[config.mk]
export PLATFORM = sky130hd
export DESIGN_NAME = mem_wb_unit
export DESIGN_NICKNAME = d
export VERILOG_FILES = /design/src/rtl/mem_wb_unit_pkg.sv /design/src/rtl/mem_wb_unit_load_ext.sv /design/src/rtl/mem_wb_unit.sv
export SDC_FILE = /design/constraint.sdc
export NUM_CORES = 1
export LEC_CHECK = 0
export ABC_AREA = 1
export CAP_MARGIN = 30
export CORE_MARGIN = 8
export CORE_UTILIZATION = 49
export CTS_CLUSTER_SIZE = 20
export DETAILED_ROUTE_END_ITERATION = 10
export PLACE_DENSITY = 0.87
export RECOVER_POWER = 100
export SETUP_SLACK_MARGIN = 0.5
export SYNTH_ARGS = -nofsm -noshare
export SYNTH_HDL_FRONTEND = slang
export SYNTH_SLANG_ARGS = --single-unit
[constraint.sdc]
create_clock -name clk -period 2.8 [get_ports clk]
set_clock_uncertainty 0.2 [all_clocks]
set_input_delay 0.56 -clock clk [delete_from_list [all_inputs] [get_ports clk]]
set_output_delay 0.56 -clock clk [all_outputs]
set_load 0.05 [all_outputs]
[src/rtl/mem_wb_unit_pkg.sv]
// Shared constants, encodings and helpers for the memory-access / writeback stage.
package mem_wb_unit_pkg;

  localparam int unsigned XLEN = 32;

  localparam logic [6:0] OP_LOAD  = 7'b0000011;
  localparam logic [6:0] OP_STORE = 7'b0100011;

  typedef enum logic [1:0] {
    WOS_ALU = 2'b00,
    WOS_MEM = 2'b01,
    WOS_PC4 = 2'b10,
    WOS_IMM = 2'b11
  } wos_e;

  typedef enum logic [1:0] {
    WHB_BYTE     = 2'b00,
    WHB_HALF     = 2'b01,
    WHB_WORD     = 2'b10,
    WHB_WORD_ALT = 2'b11
  } whb_e;

  typedef enum logic [1:0] {
    ST_IDLE = 2'b00,
    ST_MEM  = 2'b01,
    ST_WB   = 2'b10
  } state_e;

  typedef struct packed {
    logic            we;
    logic [XLEN-1:0] addr;
    logic [XLEN-1:0] wdata;
    logic [3:0]      wstrb;
  } dmem_req_t;

  // Byte accesses are never misaligned; the reserved size code behaves as a word.
  function automatic logic is_misaligned(whb_e whb, logic [1:0] addr_lo);
    case (whb)
      WHB_BYTE: is_misaligned = 1'b0;
      WHB_HALF: is_misaligned = addr_lo[0];
      default:  is_misaligned = (addr_lo != 2'b00);
    endcase
  endfunction

  // Non-memory writeback source; the memory code falls back to the ALU value.
  function automatic logic [XLEN-1:0] wb_mux(wos_e wos, logic [XLEN-1:0] alu,
                                             logic [XLEN-1:0] pc4, logic [XLEN-1:0] imm);
    case (wos)
      WOS_PC4: wb_mux = pc4;
      WOS_IMM: wb_mux = imm;
      default: wb_mux = alu;
    endcase
  endfunction

endpackage

[src/rtl/mem_wb_unit_load_ext.sv]
// Load lane extraction: picks the addressed byte/half of a read word and extends it.
module mem_wb_unit_load_ext
  import mem_wb_unit_pkg::*;
(
  input  logic [XLEN-1:0] rdata,
  input  logic [1:0]      addr_lo,
  input  whb_e            whb,
  input  logic            su,
  output logic [XLEN-1:0] ext_c
);

  logic [7:0]  byte_c;
  logic [15:0] half_c;

  always_comb begin
    byte_c = 8'h00;
    half_c = addr_lo[1] ? rdata[31:16] : rdata[15:0];
    case (addr_lo)
      2'b00:   byte_c = rdata[7:0];
      2'b01:   byte_c = rdata[15:8];
      2'b10:   byte_c = rdata[23:16];
      default: byte_c = rdata[31:24];
    endcase
  end

  always_comb begin
    case (whb)
      WHB_BYTE: ext_c = {{24{su & byte_c[7]}}, byte_c};
      WHB_HALF: ext_c = {{16{su & half_c[15]}}, half_c};
      default:  ext_c = rdata;
    endcase
  end

endmodule

[src/rtl/mem_wb_unit.sv]
// Memory-access and writeback stage: runs the dmem handshake for loads/stores and
// produces the Data_WB / wb_valid writeback strobe.
module mem_wb_unit
  import mem_wb_unit_pkg::*;
#(
  parameter int unsigned DW      = XLEN,
  parameter int unsigned TIMEOUT = 255
) (
  input  logic          clk,
  input  logic          rst,
  input  logic          in_valid,
  output logic          in_ready,
  input  logic [6:0]    opcode,
  input  logic [2:0]    func3,
  input  logic [1:0]    wos,
  input  logic [1:0]    whb,
  input  logic          su,
  input  logic [DW-1:0] alu_result,
  input  logic [DW-1:0] store_data,
  input  logic [DW-1:0] imm,
  input  logic [DW-1:0] PC_4,
  output logic          dmem_req,
  output logic          dmem_we,
  output logic [DW-1:0] dmem_addr,
  output logic [DW-1:0] dmem_wdata,
  output logic [3:0]    dmem_wstrb,
  input  logic          dmem_ready,
  input  logic [DW-1:0] dmem_rdata,
  output logic [DW-1:0] Data_WB,
  output logic          wb_valid,
  output logic          misalign,
  output logic          bus_err
);

  localparam int unsigned CW = (TIMEOUT > 1) ? $clog2(TIMEOUT) : 1;
  localparam logic [CW-1:0] CNT_LAST = CW'(TIMEOUT - 1);

  state_e        state_q, state_d;
  logic [CW-1:0] cnt_q, cnt_d;
  logic          req_q, req_d;
  dmem_req_t     dreq_q, dreq_d;
  logic          is_load_q, is_load_d;
  wos_e          wos_q, wos_d;
  whb_e          whb_q, whb_d;
  logic          su_q, su_d;
  logic [1:0]    addr_lo_q, addr_lo_d;
  logic [DW-1:0] alt_q, alt_d;
  logic [2:0]    func3_q, func3_d;
  logic          in_ready_q, in_ready_d;
  logic [DW-1:0] data_wb_q, data_wb_d;
  logic          wb_valid_q, wb_valid_d;
  logic          misalign_q, misalign_d;
  logic          bus_err_q, bus_err_d;

  logic          is_store_c;
  logic          is_mem_c;
  logic [DW-1:0] load_ext_c;
  logic          unused_trace_c;

  assign is_store_c = (opcode == OP_STORE);
  assign is_mem_c   = (opcode == OP_LOAD) || is_store_c;

  // func3 is held only for trace visibility.
  assign unused_trace_c = ^func3_q;

  mem_wb_unit_load_ext u_load_ext (
    .rdata   (dmem_rdata),
    .addr_lo (addr_lo_q),
    .whb     (whb_q),
    .su      (su_q),
    .ext_c   (load_ext_c)
  );

  always_comb begin
    state_d    = state_q;
    cnt_d      = cnt_q;
    req_d      = req_q;
    dreq_d     = dreq_q;
    is_load_d  = is_load_q;
    wos_d      = wos_q;
    whb_d      = whb_q;
    su_d       = su_q;
    addr_lo_d  = addr_lo_q;
    alt_d      = alt_q;
    func3_d    = func3_q;
    data_wb_d  = data_wb_q;
    wb_valid_d = 1'b0;
    misalign_d = 1'b0;
    bus_err_d  = 1'b0;

    case (state_q)
      ST_IDLE: begin
        if (in_valid) begin
          is_load_d = (opcode == OP_LOAD);
          wos_d     = wos_e'(wos);
          whb_d     = whb_e'(whb);
          su_d      = su;
          addr_lo_d = alu_result[1:0];
          func3_d   = func3;
          cnt_d     = '0;
          alt_d     = wb_mux(wos_e'(wos), alu_result, PC_4, imm);
          if (!is_mem_c) begin
            data_wb_d  = alt_d;
            wb_valid_d = 1'b1;
            state_d    = ST_WB;
          end else if (is_misaligned(whb_e'(whb), alu_result[1:0])) begin
            misalign_d = 1'b1;
          end else begin
            state_d     = ST_MEM;
            req_d       = 1'b1;
            dreq_d.we   = is_store_c;
            dreq_d.addr = {alu_result[DW-1:2], 2'b00};
            // Replicate store data across lanes; strobes select the live bytes.
            case (whb_e'(whb))
              WHB_BYTE: begin
                dreq_d.wdata = {4{store_data[7:0]}};
                dreq_d.wstrb = 4'b0001 << alu_result[1:0];
              end
              WHB_HALF: begin
                dreq_d.wdata = {2{store_data[15:0]}};
                dreq_d.wstrb = 4'b0011 << {alu_result[1], 1'b0};
              end
              default: begin
                dreq_d.wdata = store_data;
                dreq_d.wstrb = 4'b1111;
              end
            endcase
          end
        end
      end

      ST_MEM: begin
        if (dmem_ready) begin
          req_d  = 1'b0;
          dreq_d = '0;
          if (is_load_q) begin
            data_wb_d  = (wos_q == WOS_MEM) ? load_ext_c : alt_q;
            wb_valid_d = 1'b1;
            state_d    = ST_WB;
          end else begin
            state_d = ST_IDLE;
          end
        end else if (cnt_q == CNT_LAST) begin
          req_d     = 1'b0;
          dreq_d    = '0;
          bus_err_d = 1'b1;
          state_d   = ST_IDLE;
        end else begin
          cnt_d = cnt_q + 1'b1;
        end
      end

      ST_WB:   state_d = ST_IDLE;
      default: state_d = ST_IDLE;
    endcase

    in_ready_d = (state_d == ST_IDLE);
  end

  always_ff @(posedge clk) begin
    if (!rst) begin
      state_q    <= ST_IDLE;
      cnt_q      <= '0;
      req_q      <= 1'b0;
      dreq_q     <= '0;
      is_load_q  <= 1'b0;
      wos_q      <= WOS_ALU;
      whb_q      <= WHB_BYTE;
      su_q       <= 1'b0;
      addr_lo_q  <= 2'b00;
      alt_q      <= '0;
      func3_q    <= 3'b000;
      in_ready_q <= 1'b1;
      data_wb_q  <= '0;
      wb_valid_q <= 1'b0;
      misalign_q <= 1'b0;
      bus_err_q  <= 1'b0;
    end else begin
      state_q    <= state_d;
      cnt_q      <= cnt_d;
      req_q      <= req_d;
      dreq_q     <= dreq_d;
      is_load_q  <= is_load_d;
      wos_q      <= wos_d;
      whb_q      <= whb_d;
      su_q       <= su_d;
      addr_lo_q  <= addr_lo_d;
      alt_q      <= alt_d;
      func3_q    <= func3_d;
      in_ready_q <= in_ready_d;
      data_wb_q  <= data_wb_d;
      wb_valid_q <= wb_valid_d;
      misalign_q <= misalign_d;
      bus_err_q  <= bus_err_d;
    end
  end

  assign in_ready   = in_ready_q;
  assign dmem_req   = req_q;
  assign dmem_we    = dreq_q.we;
  assign dmem_addr  = dreq_q.addr;
  assign dmem_wdata = dreq_q.wdata;
  assign dmem_wstrb = dreq_q.wstrb;
  assign Data_WB    = data_wb_q;
  assign wb_valid   = wb_valid_q;
  assign misalign   = misalign_q;
  assign bus_err    = bus_err_q;

endmodule

After elaboration in Yosys (flattened, before gate mapping) --
Index checks and enable logic that the tools add are counted.
Operators by class: add/sub/neg operators 1, equal/unequal tests 20, shift operators 2, muxes and demuxes 45, bitwise operators 4, reductions and logical operators 14
Operators with widths (number):
- $mux W69 | 5
- $pmux W32 S2 | 3
- $mux W32 | 5
- $pmux W69 S2 | 1
- $pmux W36 S2 | 1
- $mux W8 | 3
- $pmux W8 S3 | 1
- $mux W16 | 1
- $ne A2 B2 Y1 const B | 8
- $pmux W8 S2 | 1
- $mux W1 | 14
- $mux W2 | 6
- $eq A2 B1 Y1 const B | 5
- $logic_not A2 Y1 | 5
- $reduce_and A5 Y1 | 2
- $add A8 B1 Y8 const B | 1
- $eq A8 B8 Y1 const B | 1
- $reduce_and A4 Y1 | 2
- $eq A7 B2 Y1 const B | 1
- $eq A7 B6 Y1 const B | 1
- $eq A2 B2 Y1 const B | 3
- $pmux W1 S2 | 3
- $pmux W2 S2 | 1
- $reduce_bool A2 Y1 | 2
- 8 further kinds | 10
Storage, ports and cells: bits in registers 156, input bits 179, logic and storage cells 104

Longest topological paths before layout --
Gate-level depths: netlist of run 1.
word-level depth 10, gate-level depth with buffers 11

By module --
Synthesis of run 1 repeated with hierarchy kept, for this count alone.
Unflattened totals: cells, all modules 1317, area total of the unflattened synthesis 8554.5 um^2
Modules (own cells, without submodules):
- mem_wb_unit | instances 1, cells an instance 1161, area each 7821.3 um^2
- mem_wb_unit_load_ext | instances 1, cells an instance 156, area each 733.2 um^2

Worst setup path before layout of run 1 --
No wires, ideal clock.
kind in2reg, start in whb[1], end reg dreq_q, in the netlist dmem_addr[27], setup time 0.071 ns, arrival time 1.532 ns, data required time 2.529 ns, path slack 0.997 ns, stages 9, path buffers 3, cell sequence buf_4 > nand2_2 > a21oi_4 > nand2_1 > nand4_2 > buf_6 > buf_6 > nand2_2 > a21oi_2
On the way: longest elaborated chain between the ends 7, elaborated cells between the ends (all ways) 8, those cells by class eq/ne: 2; mux: 4; reduce/logical: 2
RTL lines:
- from (decl) | RTL line mem_wb_unit.sv:16 | input logic [1:0] whb,
- $eq A2 B1 Y1 or $logic_not A2 Y1 (tied branches) | RTL line mem_wb_unit_pkg.sv:38 | case (whb)
- $pmux W1 S2 (*) | RTL line mem_wb_unit_pkg.sv:38
- $mux W1 (*) | RTL line mem_wb_unit.sv:102 | if (!is_mem_c) begin
- $mux W1 (*) | RTL line mem_wb_unit.sv:93 | if (in_valid) begin
- $mux W1 (*) | RTL line mem_wb_unit.sv:91 | case (state_q)
- $ne A2 B2 Y1 (no line) (*)
- $reduce_and A5 Y1 (no line) (*)
- to (signal assigned) | RTL line mem_wb_unit.sv:182 | dreq_q <= dreq_d;
- to (decl) | RTL line mem_wb_unit.sv:41 | dmem_req_t dreq_q, dreq_d;
Mark *: on every way between the ends. The rest lies on a longest branch, timed or not. The select of a mux whose other input is x is not followed. A chain may end at the register's enable or synchronous reset.

Worst setup path in the final report of run 1 --
start in in_valid, end reg alt_q[14]
On the way: longest elaborated chain between the ends 1
RTL lines:
- from (decl) | RTL line mem_wb_unit.sv:11 | input logic in_valid,
- $reduce_and A2 Y1 (no line)
- to (signal assigned) | RTL line mem_wb_unit.sv:188 | alt_q <= alt_d;
- to (decl) | RTL line mem_wb_unit.sv:47 | logic [DW-1:0] alt_q, alt_d;
No other way between the ends.

==> results of run 1 <==
[stage by stage]
step | cells | util
2_1_floorplan | 1158 | -
3_3_place_gp | 1590 | 0.686
3_5_place_dp | 1590 | 0.686
4_1_cts | 1622 | 0.713
5_1_grt | 1626 | 0.712
6_report | 1626 | 0.712
[metal layers]
metal  wire [µm]  part of all wire
met1       11900              0.39
met2       13700              0.45
met3        3640              0.12
met4        1020             0.034
met5          13           0.00043
[cells by family after synthesis]
logic type / count (synthesis)
other: 1
AO/OA/AOI/OAI: 306
adder cells (fa/ha/maj): 2
flip-flops: 154
buffers and inverters: 161
XOR/XNOR: 1
AND/OR/NAND/NOR: 532
[area by class of cell]
type                            count  area (µm²)  share of cell area
Multi-Input combinational cell    843        4100               0.365
Antenna cell                        4        10.0            0.000891
Clock buffer                       18         429              0.0382
Timing Repair Buffer              303        2940               0.262
Inverter                           74         278              0.0247
Sequential cell                   154        3080               0.275
Tap cell                          216         270              0.0241
Clock inverter                     14         124              0.0110
[cell usage after synthesis, types with 20 or more instances]
cell	instances
a21oi_1	169
o21ai_0	57
o2111ai_1	23
nand3_1	145
buf_2	30
clkbuf_1	41
inv_1	68
a21oi_2	20
nor2_1	50
nand2_2	22
nand2_1	293
dfxtp_1	154
[critical path: stages]
cell	delay (ns)
dlygate4sd3_1	0.59
nand2_1	0.10
inv_1	0.48
nor2_1	0.23
inv_1	0.16
buf_12	0.21
o21ai_0	0.12
[sequential cells by signal (all words and copies together) (netlist names), 2 cells and up]
signal      cells
dmem_wdata     32
state_q         2
alt_q          32
dmem_addr      30
whb_q           2
Data_WB        32
dmem_wstrb      4
addr_lo_q       2
wos_q           2
cnt_q           8
[timing repair]
action	CTS	global route
endpoints found under the setup margin	104	7
cloned	0	0
resized for setup	104	2
[placed cells by master, fill, tap and decap left out, types with 8 or more instances in the layout]
| cell | instances |
|---|---|
| buf_4 | 15 |
| dfxtp_1 | 153 |
| inv_1 | 70 |
| clkdlybuf4s50_1 | 173 |
| dlygate4sd2_1 | 104 |
| nand2_1 | 293 |
| or2_2 | 8 |
| buf_12 | 8 |
| nand3_1 | 145 |
| a21oi_1 | 172 |
| o21ai_0 | 71 |
| nand2_2 | 22 |
| o2111ai_1 | 23 |
| a21oi_2 | 17 |
| nor2_1 | 49 |
| clkbuf_16 | 17 |
[report_power, final]
part           internal (mW)  total [mW]  switching [mW]
Clock                   1.22        2.18           0.962
Sequential              2.28        2.32          0.0400
Combinational          0.423        1.09           0.667
Total                   3.92        5.59            1.67
[worst paths after layout]
check	start	end	slack, ns	cells past startpoint
setup / recovery	in_valid	alt_q[14]$_SDFFE_PN0P_	0.45	7
hold / removal	dmem_addr[20]$_SDFFE_PN0P_	dmem_addr[20]$_SDFFE_PN0P_	0.26	2
setup reg to reg	state_q[0]$_SDFF_PN0_	Data_WB[16]$_SDFFE_PN0P_	0.54	6
hold reg to reg	dmem_addr[20]$_SDFFE_PN0P_	dmem_addr[20]$_SDFFE_PN0P_	0.26	2
==> metrics, run 1 <==
hold_ws 0.256 ns; CTS Buf Count 17; Finished Cell Area 0.0112 mm²; routing usage on met2 0.437; flops & latches, synth 154; initial core utilization 0.499; VDD IR max 0.413 mV; Synth area leaders dfxtp_1 39%, nand2_1 14%, a21oi_1 11%; Synth Area in XOR/XNOR 0.00111; DR WL/cell 18.6 µm; PortBufs 279; via count 9144; Post-CTS Hold Buffers 0; post-route worst setup slack 0.455 ns; Critical Path End Type flip-flop; initial antenna violation count 5; clock slew at reported path FFs 0.07 ns; Filler Cell Count 1300; TritonRoute pass-1 iters 6; period utilisation layout 0.838; synthesized area 0.00787 mm²; FFs w/ async S/R, synth 0; area leader, netlist dfxtp_1; Place WS 0.276 ns; Root Buffer clkbuf_16; pwr/cell area 498 mW/mm²; mux share of post-synthesis cell area 0; Max-Cap Viols 0; met1 usage 0.365; Simple-Gate Fraction of Synth Area 0.292; area post-placement 0.0108 mm²; Setup CP Type input port to flip-flop; startpoint types input port; synthesized instance count 1157; met3 Use GR 0.106; IO Pins 285; clk_lat worst skew 0.42 ns; NumNets Final 1574; Final Hold Viols 0; Row Count 46; crit-path max FO 38; Leak Pwr 4.62 nW; relative slew slack 0.299; fraction of layout cells with a size suffix above 1 0.0797; GRT Util Overall 0.289; Ys Warns 0; setup TNS 0 ns; Slew Viols, Final 0; Fmax 426 MHz; Die W 143 µm; Unique masters post-synth 35; total power 5.59 mW; setup bufs post-CTS 0; Die H 143 µm; drc violations 0; pin count of the biggest net entering global routing 78; Die Area 0.0204 mm²; Avg Vias per Cell 5.62; Sinks on Clock Net 154; deepest clock path buffer count 2; total congestion overflow 0; WL final 30300 µm; minimum clock period 2.35 ns; WP data required 2.91 ns; compound-gate portion of the synthesized area 0.222; DRT antenna net count 0; H-tree levels 4; Hold WC Path Type flip-flop to flip-flop; first-pass GRT wire length 46200 µm; Worst Max-Slew Pin Slew 1.05 ns; CTS tree done; post-synth top area share 0.392; hpwl dp 22000 µm; EDFF count, synth 0; post-synthesis sequential area ratio 0.392; Adder-Cell Fraction of Synth Area 0.00318; outcome finished clean; Arr. time, crit path 2.45 ns; RSZ-0062 raised after global routing false; Post-synth top flop dfxtp_1; Final Setup Violations 0; Most Crowded Layer GR met2; vias in the first global route 8467; Mapped Avg Cell Area 6.80 µm²; Detailed Route Iter0 Violations 1068; routability congestion estimate 0.937; placeable core region 0.0158 mm²; P&R area growth vs syn 42.8%; largest family of logic cells by synthesized area simple AND/OR/NAND/NOR gates
No activity file was read; power rests on OpenSTA's default activity.
==> run 2: changes to the inputs <==
--- a/config.mk
+++ b/config.mk
@@ -8,10 +8,10 @@
 export ABC_AREA = 1
 export CAP_MARGIN = 30
 export CORE_MARGIN = 8
-export CORE_UTILIZATION = 49
+export CORE_UTILIZATION = 45
 export CTS_CLUSTER_SIZE = 20
 export DETAILED_ROUTE_END_ITERATION = 10
-export PLACE_DENSITY = 0.87
+export PLACE_DENSITY = 0.81
 export RECOVER_POWER = 100
 export SETUP_SLACK_MARGIN = 0.5
 export SYNTH_ARGS = -nofsm -noshare
==> constraint.sdc (replaced) <==
create_clock -name clk -period 2.44 [get_ports clk]
set_clock_uncertainty 0.2 [all_clocks]
set_input_delay 0.488 -clock clk [delete_from_list [all_inputs] [get_ports clk]]
set_output_delay 0.488 -clock clk [all_outputs]
set_load 0.05 [all_outputs]
==> run 2 against run 1 <==
Hold slack improved by 0.0052 ns. Critical path depth is 1 lower. Via count increased by 2.8%. Register-to-register slack got worse by 0.14 ns. Clock-buffer cell count is 3 higher. First-iteration DRC count shrank 3.5%. Critical path type unchanged. Critical endpoint is now alt_q[22]$_SDFFE_PN0P_. Largest power group is now the clock network.
==> metrics, run 2 (synthesis results as in run 1) <==
post-route worst setup slack 0.357 ns (-0.0981 ns); Place WS 0.0650 ns (-0.211 ns); Row Count 48 (+4.3%); Root Buffer clkbuf_16; Critical Path End Type flip-flop; routability congestion estimate 0.919 (-1.9%); DR top layer met4; total congestion overflow 0 (unchanged); clk_lat worst skew 0.43 ns (about the same); Sinks on Clock Net 154 (unchanged); startpoint types input port; CTS tree done; crit-path max FO 33 (-13%); H-tree levels 4 (unchanged); via count 9397 (+2.8%); IO Pins 285 (unchanged); initial core utilization 0.458 (-0.0408); TritonRoute pass-1 iters 6 (unchanged); WHS Path Cells 2 (unchanged); most common cell after layout, fill and taps aside nand2_1; DR WL/cell 19.5 µm (+5.0%); Leak Pwr 4.20 nW (-9.1%); Final Setup Violations 0 (unchanged); Die W 148 µm (+3.9%); met1 wire length 12900 µm (+8.3%); DRT antenna net count 0 (unchanged); R2R depth 10 (+4); PortBufs 279 (unchanged); Setup CP Type input port to flip-flop; Die H 148 µm (+3.9%); hpwl dp 22400 µm (+1.9%); setup TNS 0 ns (unchanged); Final Hold Viols 0 (unchanged); WP data required 2.58 ns (-0.33 ns); Die Area 0.0220 mm² (+7.9%); hold_ws 0.261 ns (+0.00522 ns); placeable core region 0.0172 mm² (+8.9%); initial antenna violation count 1 (-4); GRT Util Overall 0.275 (-0.0148); clock slew at reported path FFs 0.07 ns (about the same); first-pass GRT wire length 48100 µm (+4.1%); WL final 32400 µm (+7.1%); vias in the first global route 8848 (+4.5%); P&R area growth vs syn 41.7%; outcome finished clean; Detailed Route Iter0 Violations 1031 (-3.5%); Fmax 480 MHz; relative slew slack 0.526 (+0.227); Hold WC Path Type flip-flop to flip-flop; met2 WL 14800 µm (+8.5%); total power 6.71 mW (+20%); pin count of the biggest net entering global routing 78 (unchanged); RSZ-0062 raised after global routing true; deepest clock path buffer count 2 (unchanged); Avg Vias per Cell 5.66 (+0.72%); Worst Max-Slew Pin Slew 0.714 ns (-0.337 ns); Arr. time, crit path 2.22 ns (-0.23 ns); CTS Buf Count 17 (unchanged); period utilisation layout 0.854; Max-Cap Viols 0 (unchanged); minimum clock period 2.08 ns; pwr/cell area 602 mW/mm² (+21%); met3 WL post-DR 3470 µm (-4.6%); fraction of layout cells with a size suffix above 1 0.0928 (+0.0132); Slew Viols, Final 0 (unchanged); NumNets Final 1601 (+1.7%); VDD IR max 0.557 mV (+35%); Post-CTS Hold Buffers 0 (unchanged); drc violations 0 (unchanged); commonest non-fill, non-tap cells in the layout 298 x nand2_1, 178 x a21oi_1, 171 x clkdlybuf4s50_1, 154 x dfxtp_1, 142 x nand3_1
[run 2: cell types whose count changed in the layout (fill, tap and decap cells not counted), moves of 4 or more]
cell	change
a21oi_2	-6
dlygate4sd2_1	-104
clkinvlp_4	-6
clkinv_4	+4
a21oi_1	+6
nand2_2	-5
clkbuf_1	+105
nand2_1	+5
buf_6	+5
buf_4	+10
clkbuf_8	+4
clkbuf_16	+4
[run 2: metrics by stage]
stage	cell area (µm²)	utilization	std cells
detailed placement	11000	0.639	1615
finish	11100	0.649	1659
global placement	11000	0.639	1615
floorplan	7870	-	1158
CTS	11700	0.682	1647
global route	11100	0.649	1659
[run 2: timing repair]
item,in CTS,in global routing
gates cloned,0,6
buffers inserted,0,5
gates resized for setup,315,26
endpoints found under the setup margin,142,141
pin swaps,1,6
[run 2: path summary, 6_finish.rpt]
check / startpoint / endpoint / slack (ns)
hold reg to reg: dmem_wdata[17]$_SDFFE_PN0P_ / dmem_wdata[17]$_SDFFE_PN0P_ / 0.26
hold / removal: dmem_wdata[17]$_SDFFE_PN0P_ / dmem_wdata[17]$_SDFFE_PN0P_ / 0.26
setup / recovery: rst / alt_q[22]$_SDFFE_PN0P_ / 0.36
setup reg to reg: cnt_q[0]$_SDFFE_PN0P_ / cnt_q[2]$_SDFFE_PN0P_ / 0.40
[run 2: cell type report]
| cell class | count | area (µm²) |
|---|---|---|
| Antenna cell | 1 | 2.50 |
| Clock buffer | 21 | 480 |
| Clock inverter | 11 | 134 |
| Fill cell | 1560 | 6030 |
| Inverter | 74 | 283 |
| Multi-Input combinational cell | 843 | 4090 |
| Sequential cell | 154 | 3080 |
| Tap cell | 225 | 282 |
| Timing Repair Buffer | 330 | 2790 |
[run 2: worst max-delay path, cell delays in order]
cell           delay [ns]
dlygate4sd3_1        0.65
inv_1                0.12
nor2_1               0.32
inv_1                0.23
buf_12               0.22
o21ai_0              0.18
[run 2: power breakdown]
part	leakage [nW]	internal (mW)	switching, mW
registers	1.26	2.61	0.0441
logic	2.65	0.500	0.792
clock network	0.300	1.63	1.14
total	4.20	4.74	1.97
[run 2: routing by layer]
| metal | vias up | track usage |
|---|---|---|
| met5 | - | 0 |
| met4 | 0 | 0.101 |
| met3 | 82 | 0.0723 |
| met2 | 612 | 0.435 |
| met1 | 4295 | 0.352 |
| li1 | 4408 | - |
==> run 3: changes to the inputs <==
--- a/config.mk
+++ b/config.mk
@@ -5,13 +5,13 @@
 export SDC_FILE = /design/constraint.sdc
 export NUM_CORES = 1
 export LEC_CHECK = 0
-export ABC_AREA = 1
+export ABC_AREA = 0
 export CAP_MARGIN = 30
 export CORE_MARGIN = 8
 export CORE_UTILIZATION = 45
 export CTS_CLUSTER_SIZE = 20
 export DETAILED_ROUTE_END_ITERATION = 10
-export PLACE_DENSITY = 0.81
+export PLACE_DENSITY = 0.82
 export RECOVER_POWER = 100
 export SETUP_SLACK_MARGIN = 0.5
 export SYNTH_ARGS = -nofsm -noshare
==> run 3 against run 2 <==
Synthesized area fell by 4.5%. Worst setup slack got worse by 0.061 ns. Largest cell class unchanged. Critical path type is now flip-flop to flip-flop. First-iteration DRC count down 37%. Clock power is 13% lower. Power down 3.1%. Critical path depth did not move. Final cell count is 15% lower. Largest power group is now sequential cells. Synthesized cell count shrank 25%.
==> metrics, run 3 <==
Sinks on Clock Net 154 (unchanged); Gate power share 0.215 (+0.023); commonest non-fill, non-tap cells in the layout 157 x clkdlybuf4s50_1, 150 x dfxtp_1, 113 x clkbuf_1, 93 x nand2_1, 78 x o21ai_0; Row Count 47 (-2.1%); RSZ-0062 raised after global routing true; Clk pwr share 0.372 (-0.040); vias in the first global route 7839 (-11%); Detailed Route Iter0 Violations 651 (-37%); pwr/cell area 572 mW/mm² (-5.0%); CTS Buf Count 17 (unchanged); hpwl dp 20900 µm (-6.8%); Setup CP Type flip-flop to flip-flop; NumNets Final 1359 (-15%); WL final 30000 µm (-7.6%); Slew Viols, Final 0 (unchanged); fraction of layout cells with a size suffix above 1 0.146 (+0.0534); register share of total power 0.413 (+0.018); GRT Util Overall 0.259 (-0.0156); Die H 145 µm (-2.0%); Unique masters post-synth 54 (+54%); relative slew slack 0.527 (+0.00121); Post-CTS Hold Buffers 0 (unchanged); Filler Cell Count 1348 (-14%); outcome finished clean; Int Power 4.60 mW (-3.0%); crit-path max FO 8 (-76%); ant diodes 0 (-1); area leader, netlist dfxtp_1; Post-synth top flop dfxtp_1; Leak Pwr 4.36 nW (+3.9%); VDD IR max 0.520 mV (-6.8%); clock slew at reported path FFs 0.07 ns (about the same); via count 8193 (-13%); routability congestion estimate 0.907 (-1.3%); Synth area leaders dfxtp_1 41%, mux2i_1 8.5%, a22o_1 6.5%; met3 WL post-DR 2790 µm (-20%); drc violations 0 (unchanged); initial core utilization 0.456 (-0.00158); met1 wire length 12100 µm (-6.4%); DR top layer met5; minimum clock period 2.14 ns (+0.0610 ns); flops & latches, synth 154 (unchanged); H-tree levels 4 (unchanged); TritonRoute pass-1 iters 6 (unchanged); CTS tree done; pin count of the biggest net entering global routing 49 (-37%); Mapped Avg Cell Area 8.65 µm² (+27%); met2 WL 14400 µm (-2.6%); synthesized area 0.00752 mm² (-4.5%); clk_lat worst skew 0.42 ns (about the same); Critical Path End Type flip-flop; PortBufs 279 (unchanged); initial antenna violation count 1 (unchanged); Ys Warns 0 (unchanged); Avg Vias per Cell 5.81 (+2.6%); IO Pins 285 (unchanged); post-synth top area share 0.410 (+0.0183); placeable core region 0.0165 mm² (-4.1%); FFs w/ async S/R, synth 0 (unchanged); period utilisation layout 0.879 (+0.0250); DR WL/cell 21.2 µm (+8.7%); P&R area growth vs syn 51.3%; most common cell after layout, fill and taps aside clkdlybuf4s50_1; startpoint types flip-flop; Die Area 0.0211 mm² (-4.0%); Switching Share 0.294 (-0.000485); Final Hold Viols 0 (unchanged); Max-Cap Viols 0 (unchanged); synthesized instance count 869 (-25%); Hold WC Path Type flip-flop to flip-flop; Worst Max-Slew Pin Slew 0.713 ns (-0.00182 ns); WP data required 2.55 ns (-0.03 ns); Switch Pwr 1.91 mW (-3.2%); deepest clock path buffer count 2 (unchanged); hold_ws 0.259 ns (-0.00184 ns); top post-synthesis cells by count 154 x dfxtp_1, 94 x nand2_1, 74 x o21ai_0; EDFF count, synth 0 (unchanged); first-pass GRT wire length 43800 µm (-8.9%); Arr. time, crit path 2.25 ns (+0.03 ns); count leader, synth dfxtp_1; Die W 145 µm (-2.0%); Fmax 466 MHz (-2.8%); total congestion overflow 0 (unchanged); total power 6.51 mW (-3.1%); DRT antenna net count 0 (unchanged); post-synthesis sequential area ratio 0.410 (+0.0183); Final Setup Violations 0 (unchanged); Root Buffer clkbuf_16
-- run 3: cell types whose count changed after synthesis, moves of 56 or more --
| cell | previous run | this run |
|---|---|---|
| nand3_1 | 145 | 10 |
| a21oi_1 | 169 | 66 |
| a22o_1 | 0 | 56 |
| mux2i_1 | 0 | 64 |
| inv_1 | 68 | 2 |
| nand2_1 | 293 | 94 |
-- run 3: final timing paths --
path	from	to	slack, ns	cells past startpoint
setup / recovery	state_q[0]$_SDFF_PN0_	Data_WB[11]$_SDFFE_PN0P_	0.30	6
hold / removal	dmem_wstrb[0]$_SDFFE_PN0P_	dmem_wstrb[0]$_SDFFE_PN0P_	0.26	1
setup reg to reg	state_q[0]$_SDFF_PN0_	Data_WB[11]$_SDFFE_PN0P_	0.30	6
hold reg to reg	dmem_wstrb[0]$_SDFFE_PN0P_	dmem_wstrb[0]$_SDFFE_PN0P_	0.26	1
-- run 3: area by class of cell --
class / instances / area [µm²] / share of cell area
tap: 220 / 275 / 0.0242
clock buffer: 21 / 460 / 0.0405
multi-input combinational: 632 / 4340 / 0.382
sequential: 154 / 3090 / 0.272
timing repair buffer: 370 / 3120 / 0.274
clock inverter: 10 / 70.1 / 0.00616
inverter: 3 / 12.5 / 0.00110
-- run 3: critical path: stages, from the launching register on --
cell       delay [ns]
dfxtp_1          0.38
or3b_1           0.44
a31oi_1          0.31
or2_4            0.25
clkbuf_16        0.16
o21ai_1          0.06
o221a_1          0.23
-- run 3: power groups by stage --
| stage | registers [mW] | logic [mW] | clock network [mW] |
|---|---|---|---|
| after CTS | 2.68 | 1.37 | 2.44 |
| after detailed placement | 2.73 | 1.33 | 0 |
| after floorplan | 2.90 | 0.510 | 0 |
| after global placement | 2.73 | 1.31 | 0 |
| final | 2.69 | 1.40 | 2.42 |
| after global routing | 2.69 | 1.48 | 2.54 |
-- run 3: what timing repair did --
action,4_1_cts,5_1_grt
setup buffers,9,5
cloned,3,7
endpoints found under the setup margin,244,103
resized for setup,364,59
pin swaps,12,22
-- run 3: cells by family (layout without fill, tap and decap cells) --
kind of cell / after synthesis / in the layout / share of synthesized area
DFF: 154 / 154 / 0.410
xor gates and xnor gates: 6 / 6 / 0.00699
buffers and inverters: 84 / 404 / 0.0476
and+or+nand+nor: 226 / 226 / 0.137
other: 1 / 2 / 0.000499
AOI/OAI and AO/OA: 331 / 331 / 0.307
muxes: 65 / 65 / 0.0867
adders and majority gates: 2 / 2 / 0.00333
-- run 3: through the flow --
stage / setup slack [ns] / cells / area (µm²) / utilization / TNS [ns]
CTS: 0.502 / 1398 / 11800 / 0.716 / 0
detailed placement: -0.266 / 1355 / 10900 / 0.662 / -21.80
floorplan: 0.323 / 870 / 7610 / - / 0
global route: 0.233 / 1410 / 11400 / 0.691 / 0
global placement: -0.234 / 1355 / 10900 / 0.662 / -19.01
finish: 0.296 / 1410 / 11400 / 0.691 / 0
-- run 3: per-layer routing --
metal / GRT usage / vias up
met3: 0.0886 / 53
li1: - / 3801
met1: 0.313 / 3887
met4: 0.0807 / 2
met2: 0.426 / 450
met5: 0 / -
